`src/rtl/llc_cmd_scheduler.sv`:
```
// Arbitrates snoop/L1D/L1I requests into a single-outstanding LLC command stream.
// Snoop has fixed priority; L1D and L1I share the remaining slots round-robin.
module llc_cmd_scheduler #(
  parameter int CMDSIZE   = 4,
  parameter int ADDR_BITS = 32,
  parameter int TIMEOUT   = 64
) (
  input  logic                   clk,
  input  logic                   rst_n,
  input  logic [2:0]             req_valid,
  input  logic [3*CMDSIZE-1:0]   req_cmd,
  input  logic [3*ADDR_BITS-1:0] req_addr,
  output logic [2:0]             req_ready,
  output logic                   llc_valid,
  input  logic                   llc_ready,
  output logic [CMDSIZE-1:0]     llc_cmd,
  output logic [ADDR_BITS-1:0]   llc_addr,
  output logic [1:0]             llc_src,
  input  logic                   llc_done,
  output logic                   busy,
  output logic                   illegal_pulse,
  output logic                   timeout_err,
  output logic [15:0]            issued_cnt,
  output logic [7:0]             illegal_cnt
);

  // state    | meaning
  // ST_IDLE  | arbitrating, req_ready may fire
  // ST_ISSUE | llc_valid high, holding command until llc_ready
  // ST_WAIT  | command accepted, waiting for llc_done or timeout
  typedef enum logic [1:0] {
    ST_IDLE  = 2'd0,
    ST_ISSUE = 2'd1,
    ST_WAIT  = 2'd2
  } state_t;

  state_t                 state_q, state_d;
  logic                   rr_l1i_q, rr_l1i_d;
  logic [CMDSIZE-1:0]     cmd_q, cmd_d;
  logic [ADDR_BITS-1:0]   addr_q, addr_d;
  logic [1:0]             src_q, src_d;
  logic [7:0]             wait_cnt_q, wait_cnt_d;
  logic                   illegal_pulse_q, illegal_pulse_d;
  logic                   timeout_err_q, timeout_err_d;
  logic [15:0]            issued_cnt_q, issued_cnt_d;
  logic [7:0]             illegal_cnt_q, illegal_cnt_d;

  logic [2:0]             grant;
  logic [1:0]             gsel;
  logic [CMDSIZE-1:0]     sel_cmd;
  logic [ADDR_BITS-1:0]   sel_addr;
  logic                   sel_legal;

  function automatic logic cmd_legal(input logic [1:0] src, input logic [CMDSIZE-1:0] cmd);
    logic ok;
    ok = 1'b0;
    case (src)
      2'd0:    ok = (cmd >= CMDSIZE'(3)) && (cmd <= CMDSIZE'(6));
      2'd1:    ok = (cmd == CMDSIZE'(0)) || (cmd == CMDSIZE'(1)) ||
                    (cmd == CMDSIZE'(8)) || (cmd == CMDSIZE'(9));
      2'd2:    ok = (cmd == CMDSIZE'(2));
      default: ok = 1'b0;
    endcase
    return ok;
  endfunction

  // rst_n gates the grant so req_ready reads 0 during reset even with requests pending
  always_comb begin
    grant = 3'b000;
    gsel  = 2'd0;
    if (state_q == ST_IDLE && rst_n) begin
      if (req_valid[0]) begin
        grant = 3'b001;
        gsel  = 2'd0;
      end else if (req_valid[1] && (!req_valid[2] || !rr_l1i_q)) begin
        grant = 3'b010;
        gsel  = 2'd1;
      end else if (req_valid[2]) begin
        grant = 3'b100;
        gsel  = 2'd2;
      end
    end
    sel_cmd   = req_cmd[int'(gsel)*CMDSIZE +: CMDSIZE];
    sel_addr  = req_addr[int'(gsel)*ADDR_BITS +: ADDR_BITS];
    sel_legal = cmd_legal(gsel, sel_cmd);
  end

  always_comb begin
    state_d         = state_q;
    rr_l1i_d        = rr_l1i_q;
    cmd_d           = cmd_q;
    addr_d          = addr_q;
    src_d           = src_q;
    wait_cnt_d      = wait_cnt_q;
    illegal_pulse_d = 1'b0;
    timeout_err_d   = timeout_err_q;
    issued_cnt_d    = issued_cnt_q;
    illegal_cnt_d   = illegal_cnt_q;
    case (state_q)
      ST_IDLE: begin
        if (|grant) begin
          cmd_d  = sel_cmd;
          addr_d = sel_addr;
          src_d  = gsel;
          if (gsel != 2'd0) rr_l1i_d = (gsel == 2'd1);
          if (sel_legal) begin
            state_d = ST_ISSUE;
          end else begin
            illegal_pulse_d = 1'b1;
            if (illegal_cnt_q != 8'hFF) illegal_cnt_d = illegal_cnt_q + 8'd1;
          end
        end
      end
      ST_ISSUE: begin
        if (llc_ready) begin
          state_d      = ST_WAIT;
          wait_cnt_d   = 8'd0;
          issued_cnt_d = issued_cnt_q + 16'd1;
        end
      end
      ST_WAIT: begin
        if (llc_done) begin
          state_d = ST_IDLE;
        end else if (wait_cnt_q == 8'(TIMEOUT - 1)) begin
          state_d       = ST_IDLE;
          timeout_err_d = 1'b1;
        end else begin
          wait_cnt_d = wait_cnt_q + 8'd1;
        end
      end
      default: state_d = ST_IDLE;
    endcase
  end

  always_ff @(posedge clk or negedge rst_n) begin
    if (!rst_n) begin
      state_q         <= ST_IDLE;
      rr_l1i_q        <= 1'b0;
      cmd_q           <= '0;
      addr_q          <= '0;
      src_q           <= 2'd0;
      wait_cnt_q      <= 8'd0;
      illegal_pulse_q <= 1'b0;
      timeout_err_q   <= 1'b0;
      issued_cnt_q    <= 16'd0;
      illegal_cnt_q   <= 8'd0;
    end else begin
      state_q         <= state_d;
      rr_l1i_q        <= rr_l1i_d;
      cmd_q           <= cmd_d;
      addr_q          <= addr_d;
      src_q           <= src_d;
      wait_cnt_q      <= wait_cnt_d;
      illegal_pulse_q <= illegal_pulse_d;
      timeout_err_q   <= timeout_err_d;
      issued_cnt_q    <= issued_cnt_d;
      illegal_cnt_q   <= illegal_cnt_d;
    end
  end

  assign req_ready     = grant;
  assign llc_valid     = (state_q == ST_ISSUE);
  assign busy          = (state_q != ST_IDLE);
  assign llc_cmd       = cmd_q;
  assign llc_addr      = addr_q;
  assign llc_src       = src_q;
  assign illegal_pulse = illegal_pulse_q;
  assign timeout_err   = timeout_err_q;
  assign issued_cnt    = issued_cnt_q;
  assign illegal_cnt   = illegal_cnt_q;

endmodule
```
`config.mk`:
```
export PLATFORM = sky130hd
export DESIGN_NAME = llc_cmd_scheduler
export DESIGN_NICKNAME = d
export VERILOG_FILES = /design/src/rtl/llc_cmd_scheduler.sv
export SDC_FILE = /design/constraint.sdc
export NUM_CORES = 1
export LEC_CHECK = 0
export CORE_UTILIZATION = 44
export DETAILED_ROUTE_END_ITERATION = 6
export PLACE_DENSITY = 0.87
export SETUP_SLACK_MARGIN = 0.15
export SYNTH_ARGS = -nofsm -noshare
export SYNTH_HDL_FRONTEND = slang
export SYNTH_SLANG_ARGS = --single-unit
```
`constraint.sdc`:
```
create_clock -name clk -period 5 [get_ports clk]
set_input_delay 0.5 -clock clk [delete_from_list [all_inputs] [get_ports clk]]
set_output_delay 0.5 -clock clk [all_outputs]
set_load 0.02 [all_outputs]
```
# Word level (Yosys, flattened, before mapping)
# Index checks and enable logic that the tools add are counted.
dict set report op_classes {
  add_sub_neg 3
  n_mul 0
  n_div 0
  n_lt_le_gt_ge 2
  eq_ne 16
  n_shift 2
  mux 22
  bitwise 2
  n_reduce_logical 23
}
# operator n
set ops {}
lappend ops {{$shiftx A96 B8 Y32} 1}
lappend ops {{$mux W8} 3}
lappend ops {{$mux W2} 9}
lappend ops {{$add A16 B1 Y16 const B} 1}
lappend ops {{$add A8 B1 Y8 const B} 2}
lappend ops {{$pmux W8 S2} 1}
lappend ops {{$mux W3} 4}
lappend ops {{$reduce_and A4 Y1} 3}
lappend ops {{$shiftx A12 B5 Y4} 1}
lappend ops {{$eq A4 B4 Y1 const B} 2}
lappend ops {{$eq A8 B6 Y1 const B} 1}
lappend ops {{$ne A8 B8 Y1 const B} 1}
lappend ops {{$ne A2 B2 Y1 const B} 3}
lappend ops {{$pmux W2 S3} 1}
lappend ops {{$reduce_and A3 Y1} 2}
lappend ops {{$reduce_bool A2 Y1} 3}
lappend ops {{$eq A2 B1 Y1 const B} 2}
lappend ops {{$eq A2 B2 Y1 const B} 2}
lappend ops {{$eq A4 B1 Y1 const B} 1}
lappend ops {{$eq A4 B2 Y1 const B} 1}
lappend ops {{$ge A4 B2 Y1 const B} 1}
lappend ops {{$le A4 B3 Y1 const B} 1}
lappend ops {{$logic_not A2 Y1} 2}
lappend ops {{$logic_not A4 Y1} 1}
lappend ops {{other kinds (10)} 21}
dict set report word_totals {
  regBits 75
  latch_bits 0
  ram_bits 0
  mem_bits_ro 0
  input_bits 115
  out_inout_bits 69
  word_cells 80
  mem_count 0
}

# Longest topological paths before layout
# Gate-level depths: netlist of run 1.
dict set report depth {
  ltp_word 15
  depth_mapped 8
  depth_no_buf 8
}

# Worst setup path before layout of run 1
# Ideal clock, no wire load.
dict set report synth_timing {
  path_kind {input port to flip-flop}
  startpoint {in req_valid[0]}
  endpoint {reg illegal_cnt_q[1], in the netlist illegal_cnt[1]}
  setup_ns 0.125
  t_arrival_ns 2.366
  required_time_ns 4.875
  path_slack_ns 2.508
  path_stages 8
  path_buffers 1
  path_cell_list {nor4b_4 -> and2_1 -> buf_4 -> a2bb2oi_2 -> xor2_1 -> a211oi_4 -> and2_4 -> mux2_4}
}
dict set report synth_via {
  elab_chain_cells 10
  word_cells_on_any_way 23
  cone_classes {2 x order compare; 6 x eq/ne; 1 x shift; 5 x mux; 1 x bitwise; 8 x reduce/logical}
}
# item line_no
set synth_rtl {}
lappend synth_rtl {{start, declared} 10} ;# input logic [2:0] req_valid,
lappend synth_rtl {{parallel branches: the longest is 9 deep, another holds $ge A4 B2 Y1} --}
lappend synth_rtl {{$reduce_and A4 Y1 (no source line) (*)} --}
lappend synth_rtl {{end signal, assigned} 157} ;# illegal_cnt_q <= illegal_cnt_d;
lappend synth_rtl {{end, declared} 46} ;# logic [7:0] illegal_cnt_q, illegal_cnt_d;
# Every way passes the cells marked *.
# A chain may end at the register's enable or synchronous reset.

# Worst setup path in the final report of run 1
dict set report layout_timing {
  startpoint {in req_valid[0]}
  endpoint {out req_ready[2]}
}
dict set report layout_via {
  elab_chain_cells 2
}
# item line_no
set layout_rtl {}
lappend layout_rtl {{$mux W3} 72} ;# if (req_valid[0]) begin
lappend layout_rtl {{$mux W3} 71} ;# if (state_q == ST_IDLE && rst_n) begin
lappend layout_rtl {{end, declared} 13} ;# output logic [2:0] req_ready,
# Every way passes these cells.

==> run summary, run 1 <==
After synthesis, the largest family of logic cells by area is compound AO/OA/AOI/OAI gates. The vertical die dimension is 93.5 um. Counting distinct cell types in the post-synthesis netlist gives 47. The congestion estimate from routability-driven global placement came to just under 0.9. After synthesis, flip-flops and latches occupy 50.9% of the total area.

The number of placement rows came out at 33. The number of I/O port buffers came out at roughly 180. The clock drives 75 sinks. The layout-stage area growth over the synthesis result is 59.4%. The portion of synthesized area spent on multiplexers is roughly 1.3%. The total of cells resized after clock tree synthesis is 0. The cell count of the worst reg-to-reg path is 7. Clock-pin slew was measured on the worst setup and hold paths at 80 ps.

The max-slew violation count was 0. In the final routed layout, each cell accounts on average for between 15 and 20 um. Synthesis produced 377 cells. The global-route track usage on met3 is under 10%. The leakage dissipation came out at approximately 2.5 nW. VDD sags by at most 0.276 mV. The main flop type after synthesis is sky130_fd_sc_hd__dfrtp_1.

The async set-reset flop share out of synthesis is 100%. The initial utilization of the core area, before any placement, comes to ~45%. After global routing, the most crowded layer is met2. The endpoint kind of the worst setup timing path is an output pin. Along the worst path, the maximum fanout reaches 35. The total routing resource utilization after global routing came out at 25.5%. The path class of the lowest-slack min-delay path is in2async. The ratio of final minimum period to clock period is around two thirds.

Summing the areas of all fa, ha and maj instances in the mapped netlist gives a little over 1% of the synthesized area. The met2 usage is 45.0%. The nature of the critical path startpoint is an input pin. The total congestion overflow came out at 0. Dividing the detail-routed via count by the number of cells gives 5.34.

The worst slew margin relative to its limit is 49.0%. The xor and xnor area share after synthesis came out at 6.18%. The worst register-to-register path ends at illegal_cnt[1]$_DFFE_PN0P_. The cell sitting at the root of the clock tree is a sky130_fd_sc_hd__clkbuf_8. The number of setup violations in the final report is 0. The cts-stage hold buffer count is 0.

The maximum clock frequency came out at around 0.3 GHz. The data required time of the worst path is approximately 4500 ps. The dominant cell type by area after synthesis is sky130_fd_sc_hd__dfrtp_1. The area of the die is 8750 um2. The register-to-register setup slack came out at 1850 ps.

The core region is 8180 um2. After clock tree synthesis, the setup repair step added 0 buffers. The detail route stage leaves a number of antenna-violating nets equal to 0. The yosys synthesis warning count is 0. After synthesis, the cell types taking the most area are sky130_fd_sc_hd__dfrtp_1 51%, sky130_fd_sc_hd__a22oi_1 6.7%, sky130_fd_sc_hd__a31oi_1 5.6%, sky130_fd_sc_hd__nor2_1 5.1%, sky130_fd_sc_hd__nand2_1 4.9%. The met1 global-route usage is 30.2%. The critical path is of the in2out type. The data arrival time of the worst path is 2840 ps.

The number of buffers created by CTS is 9. Detailed placement ended at an HPWL of 8290 um. In this run the critical register-to-register path is launched from state_q[1]$_DFFE_PN0P_. The complex-gate fraction of the synthesized area came out at between 10% and 20%. The maximum buffer depth of the clock tree is 2.

The first-pass detailed-route iteration total came out at 6. TritonCTS built the clock tree. The time the worst path needs with I/O delays and setup came out at between 3000 and 4000 ps. Adding up every negative setup slack in the final design gives 0 ps. The wire length of the first global-routing pass is 16900 um. The detailed-route wire length came out at between 10000 and 15000 um. After layout, the worst setup slack is ~1700 ps.

The number of design rule violations left after detail routing came out at 0. Entering global routing, the biggest net connects 57 pins. The via count of the first global-routing pass is 3348. The total power density per cell area is 426 nW/um2. In this run, synthesis inferred 0 flip-flops with an integrated enable. The simple-gate portion of the synthesized area is 18.9%. Setup repair after global routing left no endpoint under its margin.

The floorplan die width came out at a little over 90 um. The final hold violation count came out at 0. The share of final-layout standard cells stronger than drive strength 1 is about 6.4%.

The share of the synthesized area in the top cell type came out at roughly half. In this run the count of I/O pins placed on the die edge is 184. The net count of the mapped netlist came out at 495. The number of antenna violations at the first check in global routing is 0. The post-synthesis average cell area is 9.78 um2. The clock tree synthesis step divided the H-tree into 3 levels. In this run, synthesis produced a sequential element count of 75. For the final database, setup skew stands at ~9.6 ps. The pre-CTS setup slack is around 1300 ps. In this run the worst setup path begins at req_valid[0]. The post-synthesis cell area is 3690 um2. For this block, the via count after detailed routing is 3568. The repair_antennas step left the layout with diodes totalling 0. The detailed router finished its first iteration with 147 violations. The transition time of the tightest slew-check pin came out at 762 ps.

The number of nets at the end of the flow is just under 700. The number of max-cap violations is 0. The run finished with clean final reports. The later-pin clock latency in the skew report came out at 350 ps.
sequential cells by signal, indices dropped and copies added (netlist names):
register / flops
illegal_cnt: 8
illegal_pulse: 1
issued_cnt: 16
llc_addr: 32
llc_cmd: 4
llc_src: 2
rr_l1i_q: 1
state_q: 2
timeout_err: 1
wait_cnt_q: 8
worst max path at each step:
| stage | depth (start not counted) | to | slack, ps |
|---|---|---|---|
| 4_1_cts | 5 | req_ready[2] | 1660 |
| 3_5_place_dp | 8 | illegal_cnt[1]$_DFFE_PN0P_ | 1320 |
| 3_3_place_gp | 8 | illegal_cnt[1]$_DFFE_PN0P_ | 1430 |
| 2_1_floorplan | 8 | illegal_cnt[1]$_DFFE_PN0P_ | 2510 |
| 6_report | 5 | req_ready[2] | 1660 |
| 5_1_grt | 8 | illegal_cnt[1]$_DFFE_PN0P_ | 1480 |
cells by family (layout without fill, tap and decap cells):
family          count (synthesis)  count (layout)
fa+ha+maj                       3               3
flops                          75              75
compound gates                 97              97
simple gates                  147             147
buf+inv                        25             211
xor+xnor                       26              26
mux                             4               4
stage by stage:
stage               power [W]  hold WS, ps  util, %  cell area (um2)  instances
floorplan             0.00141          204        -             3690        377
finish                0.00250         43.1     71.9             5880        668
detailed placement    0.00194          412     68.8             5630        652
CTS                   0.00252         37.3     71.9             5880        668
global placement      0.00191          402     68.8             5630        652
global route          0.00264         43.1     71.9             5880        668
cell usage after synthesis (2+ instances only):
| cell | instances |
|---|---|
| sky130_fd_sc_hd__a22oi_1 | 33 |
| sky130_fd_sc_hd__ha_1 | 3 |
| sky130_fd_sc_hd__nor2b_1 | 3 |
| sky130_fd_sc_hd__o21ai_0 | 3 |
| sky130_fd_sc_hd__clkbuf_1 | 12 |
| sky130_fd_sc_hd__and3_1 | 8 |
| sky130_fd_sc_hd__nand3_1 | 15 |
| sky130_fd_sc_hd__inv_1 | 7 |
| sky130_fd_sc_hd__dfrtp_1 | 75 |
| sky130_fd_sc_hd__and2_1 | 4 |
| sky130_fd_sc_hd__nor2_1 | 50 |
| sky130_fd_sc_hd__buf_1 | 5 |
| sky130_fd_sc_hd__nand2_1 | 48 |
| sky130_fd_sc_hd__a21oi_1 | 9 |
| sky130_fd_sc_hd__mux2_2 | 2 |
| sky130_fd_sc_hd__xnor2_1 | 17 |
| sky130_fd_sc_hd__or3_1 | 3 |
| sky130_fd_sc_hd__o32ai_1 | 4 |
| sky130_fd_sc_hd__a31oi_1 | 33 |
| sky130_fd_sc_hd__xor2_1 | 9 |
| sky130_fd_sc_hd__a21o_1 | 5 |
| sky130_fd_sc_hd__nand4_1 | 4 |
layout by cell type, fill, tap and decap left out, drive strengths merged, types with 2 or more instances in the layout:
| cell | n |
|---|---|
| xnor2 | 17 |
| a211oi | 2 |
| nand3 | 15 |
| nor2 | 51 |
| buf | 6 |
| a22oi | 33 |
| clkbuf | 10 |
| a21o | 5 |
| o32ai | 5 |
| xor2 | 9 |
| a21oi | 9 |
| bufinv | 3 |
| inv | 8 |
| nand4 | 4 |
| nand2 | 48 |
| o21ai | 3 |
| or3 | 3 |
| and3 | 8 |
| or2 | 2 |
| dfrtp | 75 |
| nor3 | 2 |
| and2 | 5 |
| clkdlybuf4s50 | 182 |
| a31oi | 33 |
| mux2 | 3 |
| ha | 3 |
| nor2b | 3 |
worst max-delay path: stages:
cell and delay [ps]:
sky130_fd_sc_hd__clkdlybuf4s50_1 490, sky130_fd_sc_hd__or4b_4 570, sky130_fd_sc_hd__nor3_4 190, sky130_fd_sc_hd__buf_4 370
sky130_fd_sc_hd__clkdlybuf4s50_1 680
where the power goes:
part / internal [W] / switching [W] / total (W)
Clock: 0.000346 / 0.000228 / 0.000574
Combinational: 0.000514 / 0.000514 / 0.00103
Sequential: 0.000776 / 0.000126 / 0.000902
Total: 0.00164 / 0.000869 / 0.00250
layer usage:
layer	part of all wire, %	vias to the layer above
met5	0	-
met4	1.7	0
met3	7.1	14
met2	52	121
met1	40	1710
li1	-	1723
area by class of cell:
class                           instances  area (um2)
Multi-Input combinational cell        277        1730
Fill cell                             627        2300
Tap cell                              105         131
Clock inverter                          6         111
Clock buffer                           10         138
Sequential cell                        75        1880
Timing Repair Buffer                  188        1870
Inverter                                7        26.3
Power figures use the tool's default switching activity.
==> inputs of run 2 (changes only) <==
Settings changed: CORE_UTILIZATION 44 to 41, PLACE_DENSITY 0.87 to 0.82.
Clock period 5 ns to 3.4 ns, I/O delays scaled along.
==> run 2 against run 1 <==
  * Critical path depth fell by 2
  * Clock power rose by 44%
  * Flip-flop and latch count did not move
  * Global-route usage fell by 1.7 points
  * Worst setup slack got worse by 1100 ps
  * Register-to-register slack got worse by 1200 ps
  * Final cell count rose by 0.90%
  * Routed wire length fell by 0.62%
  * Utilization fell by 4.3 points
  * First-iteration DRC count rose by 3.4%
  * Final area rose by 0.30%
  * Critical endpoint unchanged
==> run summary, run 2 (same netlist as run 1, synthesis figures left out) <==
The post-detailed-route count of antenna-violating nets is 0. In the final design database the tool counted 679 nets. The leakage dissipation is 2.47 nW. The nature of the critical path startpoint is a register.

The layout-stage area growth over the synthesis result is 59.9%. At the end of routability-driven placement, the weighted congestion stood at just over 0.9. The tree is rooted in a sky130_fd_sc_hd__clkbuf_8. The final hold violation count is 0. Port buffering added between 150 and 200 buffers. The core footprint is just under 9000 um2.

The total setup buffers inserted after CTS came out at 0. Clock latency on the worst-skew pair, taken at its later pin, is 340 ps. The number of buffers created by CTS is 9.

TritonCTS built the clock tree. At the worst endpoint, the required time is 3060 ps. The routed length per instance is 16.3 um.

The detailed placement HPWL came out at 8310 um. The analysis attributes to net switching a power of 0.00128 W. The vias per cell is 5.29. The transition time of the tightest slew-check pin is 1110 ps.

After layout, the worst setup slack is 550 ps. The end-of-flow core utilization came out at between 60% and 70%. In this run the worst hold path is classified as in2async. The wire length of the first global-routing pass is 18100 um. The pre-antenna-repair detailed-routing pass consisted of 4 iterations. The worst ir drop on vdd came out at 0.386 mV. In this run the power density over the cells is 621 nW/um2. The pin count of the biggest net entering global routing is 49.

The number of placed instances, taps included is 658. In the layout the commonest cells are 182 x sky130_fd_sc_hd__clkdlybuf4s50_1, 75 x sky130_fd_sc_hd__dfrtp_1, 49 x sky130_fd_sc_hd__nor2_1. The flow ran to the end, and the final reports show no timing, DRC or antenna violations. Setup repair after global routing left no endpoint under its margin. The number of vias after detailed routing is 3564.

The number of antenna violations at the first check in global routing came out at 0. The sequential power share is around 36%. The setup total negative slack is 0 ps. The flip-flop count of the largest register after layout came out at 32. Clock skew on the completed layout was measured at 8.53 ps.

Prior to clock tree synthesis, the placed netlist has a worst setup slack of 302 ps. The worst path needs 2850 ps of the cycle, external delays included. The number of setup violations in the final report is 0. The maximum buffer depth of the clock tree came out at 2. The violation count after the first detailed-route iteration is 152. The share of final-layout standard cells stronger than drive strength 1 is 6.89%. The layout filler cell count came out at 696. The internal power contribution came out at 0.00239 W. By startpoint and endpoint, the worst setup path is classified as reg2out.

The clock input transition at the sequential cells of the worst setup and hold paths came out at 80 ps. The most frequent standard cell in the layout excluding fill and tap cells is sky130_fd_sc_hd__clkdlybuf4s50_1. The total congestion overflow came out at 0. The via count of the first global-routing pass came out at 3727. Combinational logic burns 41.3% of the power. STA classifies the critical path endpoint as an output pin.

The worst slew margin relative to its limit is between 20% and 30%. For this design, the CTS-stage hold fixing added 0 buffers. The top fanout value on the critical path is 7. For this run, the total global-route usage over all layers was measured as 23.8%. The ratio of final minimum period to clock period came out at between 80% and 90%.

The max-slew violation count is 0. The clock sink total came out at 75. From bottom edge to top edge, the die measures 96.8 um.

The initial cell density of the core came out at 42.3%. Hold is met by 12.1 ps. At the worst endpoint, the arrival time is between 2000 and 3000 ps. The number of antenna cells inserted is 0. The number of design rule violations left after detail routing is 0. The clock network accounts for 22.6% of the total power. In this run switching power makes up 34.9% of total power. The area of the die is 9370 um2. The total of cells resized after clock tree synthesis came out at 0. The maximum clock frequency came out at 0.351 GHz. The maximum level of the CTS H-tree came out at 3. The floorplan die width came out at 96.8 um. The detailed-route wire length is 11000 um.

The final instance count without filler cells came out at 674. The number of max-cap violations is 0. The number of placement rows is 34. For this design the top-level I/O count stands at 184.
==> run 2: path summary, 6_finish.rpt <==
check                                   startpoint                          to  slack [ps]  cells after the start
min in group clk           timeout_err$_DFFE_PN0P_     timeout_err$_DFFE_PN0P_         460                      1
min                                          rst_n  illegal_cnt[0]$_DFFE_PN0P_          10                      2
max reg2reg                 state_q[1]$_DFFE_PN0P_  illegal_cnt[1]$_DFFE_PN0P_         610                      7
max                         state_q[1]$_DFFE_PN0P_                req_ready[2]         550                      3
min reg2reg                timeout_err$_DFFE_PN0P_     timeout_err$_DFFE_PN0P_         460                      1
max in group asynchronous                    rst_n    llc_addr[16]$_DFFE_PN0P_        2860                      2
==> run 2: final cells by class <==
cell class	instances	area (um2)	area share, %
multi-input cells	277	1730	29.3
clock buffers	9	124	2.10
clock inverters	7	116	1.97
well taps	108	135	2.29
inverters	7	26.3	0.446
flip-flops and latches	75	1880	31.8
repair buffers	191	1890	32.1
==> run 2: power by group through the flow <==
stage               sequential, W  combinational [W]  clock (W)
finish                    0.00132            0.00151   0.000828
floorplan                 0.00160           0.000471          0
detailed placement        0.00134            0.00152          0
global route              0.00136            0.00162   0.000876
CTS                       0.00132            0.00153   0.000846
global placement          0.00133            0.00149          0
==> run 2: through the flow <==
stage,area (um2),power (W)
finish,5890,0.00366
floorplan,3690,0.00207
global placement,5650,0.00282
CTS,5890,0.00370
global route,5890,0.00385
detailed placement,5650,0.00286
==> run 2: critical path, stage by stage (launching register included) <==
cell and delay [ps]:
sky130_fd_sc_hd__dfrtp_1 440, sky130_fd_sc_hd__or4b_4 610, sky130_fd_sc_hd__nor3_4 390, sky130_fd_sc_hd__clkdlybuf4s50_1 720
==> run 2: layer usage <==
metal | wire length, um | global-route usage, % | vias to the layer above
met3 | 606 | 6.50 | 6
met4 | 80 | 6.54 | 0
li1 | - | - | 1720
met5 | 0 | 0 | -
met2 | 5660 | 42.9 | 123
met1 | 4620 | 27.5 | 1715
==> inputs of run 3 (changes only) <==
Settings changed: CORE_UTILIZATION 41 to 37, PLACE_DENSITY 0.82 to 0.78.
Clock period 3.4 ns to 2.3 ns, I/O delays scaled along.
==> run 3 against run 2 <==
  * Non-clock buffer count up 23
  * Critical path depth is 7 higher
  * Worst setup slack worse by 520 ps
  * Critical endpoint is now illegal_cnt[6]$_DFFE_PN0P_
  * First-iteration DRC count grew 11%
  * Routed wire length is 4.5% higher
  * Combinational power rose by 58%
  * Clock power is 6.9% higher
==> run summary, run 3 (same netlist as run 1, synthesis figures left out) <==
The number of setup violations in the final report is 0. The number of top-level pins is about 180. The number of antenna cells inserted came out at 0. The total power density per cell area came out at 857 nW/um2. The most frequent standard cell in the layout excluding fill and tap cells is sky130_fd_sc_hd__clkdlybuf4s50_1. The register with the most flip-flops in the layout has 32 of them. The number of antenna violations at the first check in global routing is 0. For the worst setup path, the data required time is about 2500 ps.

The final hold violation count was 0. The number of buffers created by CTS is 9. Detailed placement finished with a half-perimeter wire length of ~8500 um. In this run the horizontal extent of the chip is 102 um. The wire length of the first global-routing pass came out at 17000 um. The transition time of the tightest slew-check pin is 948 ps. The maximum level of the CTS H-tree is 3. The clock passes through at most 2 buffers. The initial cell density of the core came out at approximately 38%. The data arrival time of the worst path came out at 2500 ps. The number of design rule violations left after detail routing came out at 0. The later-pin clock latency in the skew report is 340 ps.

CTS saw 75 sinks. The pin count of the biggest net entering global routing is 76. TritonCTS built the clock tree. At the end of routability-driven placement, the weighted congestion stood at roughly 0.84. Summed over all cells, the static leakage comes to 2.59 nW.

The clock tree skew after final layout came out at approximately 7.6 ps. Setup repair after global routing could not meet its margin everywhere. The run finished with clean final reports. The root buffer cell is sky130_fd_sc_hd__clkbuf_8. The maximum clock frequency came out at 0.440 GHz. The total routing resource utilization after global routing came out at approximately 21%.

In the final layout, the share of cells above drive strength 1 is 12.6%. Global routing finished with a remaining overflow of 0. For this design, the slowest cell found on the critical path is sky130_fd_sc_hd__clkdlybuf4s50_1.

The number of I/O port buffers is 183. The worst slew margin relative to its limit came out at 36.8%. The core region is 9730 um2. The violation count after the first detailed-route iteration came out at approximately 170. STA classifies the critical path startpoint as an input pin.

The top fanout value on the critical path is 6. Walking the worst path, the cells encountered are clkdlybuf4s50_1 > inv_1 > o32ai_1 > a41oi_2 > o32ai_4 > a211oi_4 > buf_4 > buf_2 > a21oi_1 > a31oi_1. The worst setup path is of the in2reg kind. The ratio of final minimum period to clock period came out at 98.7%. The max-slew violation count came out at 0. The pre-CTS setup slack is -339 ps. The area of the die came out at 10400 um2. The final layout contains 702 nets. The worst setup path is captured at a register. The floorplan has 36 rows. In the layout the commonest cells are 178 x sky130_fd_sc_hd__clkdlybuf4s50_1, 75 x sky130_fd_sc_hd__dfrtp_1, 48 x sky130_fd_sc_hd__nand2_1. The first-pass detailed-route iteration total came out at 5. After detailed routing, the total wire length is roughly 11000 um. The path class of the lowest-slack min-delay path is in2async. In this run the remaining antenna-violating nets after routing total 0. The design draws 0.00524 W.

The number of max-cap violations is 0. The time the worst path needs with I/O delays and setup is 2270 ps. The clock input transition at the sequential cells of the worst setup and hold paths came out at 80 ps. Relative to the synthesized area, the layout overhead comes to 65.8%. The via count of the first global-routing pass came out at 3496. The smallest setup slack after layout is 29.2 ps. Measured along the y axis, the die boundary spans 102 um. VDD sags by at most 0.589 mV. The delay of the slowest cell on the worst path is 510 ps.

The routed length per instance came out at 15.9 um. The vias per cell is 5.11. The number of vias after detailed routing came out at 3687. The cts-stage hold buffer count is 0.
[run 3: cell types whose count changed in the layout (fill, tap and decap cells not counted), sizes merged]
cell and delta:
clkinv +3, bufinv -3, clkdlybuf4s50 -4, buf +24, dlymetal6s2s +1, clkbuf +2
[run 3: area by class of cell]
class	instances	area, um2
Multi-Input combinational cell	277	1790
Sequential cell	75	1880
Fill cell	832	3620
Tap cell	133	166
Timing Repair Buffer	214	2080
Clock buffer	9	124
Inverter	7	26.3
Clock inverter	7	45.0
[run 3: worst max-delay path, delay by kind of cell]
kind / cells / cell delay [ps]
compound gates: 6 / 1310
buf+inv: 4 / 950
[run 3: through the flow]
stage	instance area [um2]	TNS, ps	cells	utilization [%]	hold slack, ps
global placement	5830	-1760	699	59.9	450
global route	6110	-418	722	62.8	238
CTS	6070	0	719	62.4	198
finish	6110	0	722	62.8	141
detailed placement	5830	-2770	699	59.9	451
floorplan	3690	-113	377	-	-65.6
[run 3: path summary, 6_finish.rpt]
check / start / to / slack [ps] / cells after the start
setup / recovery: req_valid[2] / illegal_cnt[6]$_DFFE_PN0P_ / 30 / 10
hold / removal: rst_n / llc_cmd[1]$_DFFE_PN0P_ / 140 / 2
setup reg to reg: state_q[1]$_DFFE_PN0P_ / illegal_cnt[2]$_DFFE_PN0P_ / 40 / 11
hold reg to reg: timeout_err$_DFFE_PN0P_ / timeout_err$_DFFE_PN0P_ / 460 / 1
max in group asynchronous: rst_n / llc_addr[14]$_DFFE_PN0P_ / 1520 / 2
min in group clk: req_addr[63] / llc_addr[31]$_DFFE_PN0P_ / 440 / 3
[run 3: timing repair]
action	CTS	global route
gates cloned	0	1
gates resized for setup	14	11
pin swaps	4	2
setup buffers	4	2
setup endpoints to repair	11	13
[run 3: where the power goes]
part	switching, W	total (W)	internal, W
clock network	0.000498	0.000885	0.000387
logic	0.00116	0.00238	0.00122
registers	0.000286	0.00197	0.00169
[run 3: layer usage]
layer / GRT usage [%] / up-vias / wire (um)
met5: 0 / - / 0
met4: 8.24 / 0 / 193
met3: 6.50 / 17 / 956
met2: 38.3 / 132 / 5750
met1: 24.1 / 1769 / 4570
li1: - / 1769 / -
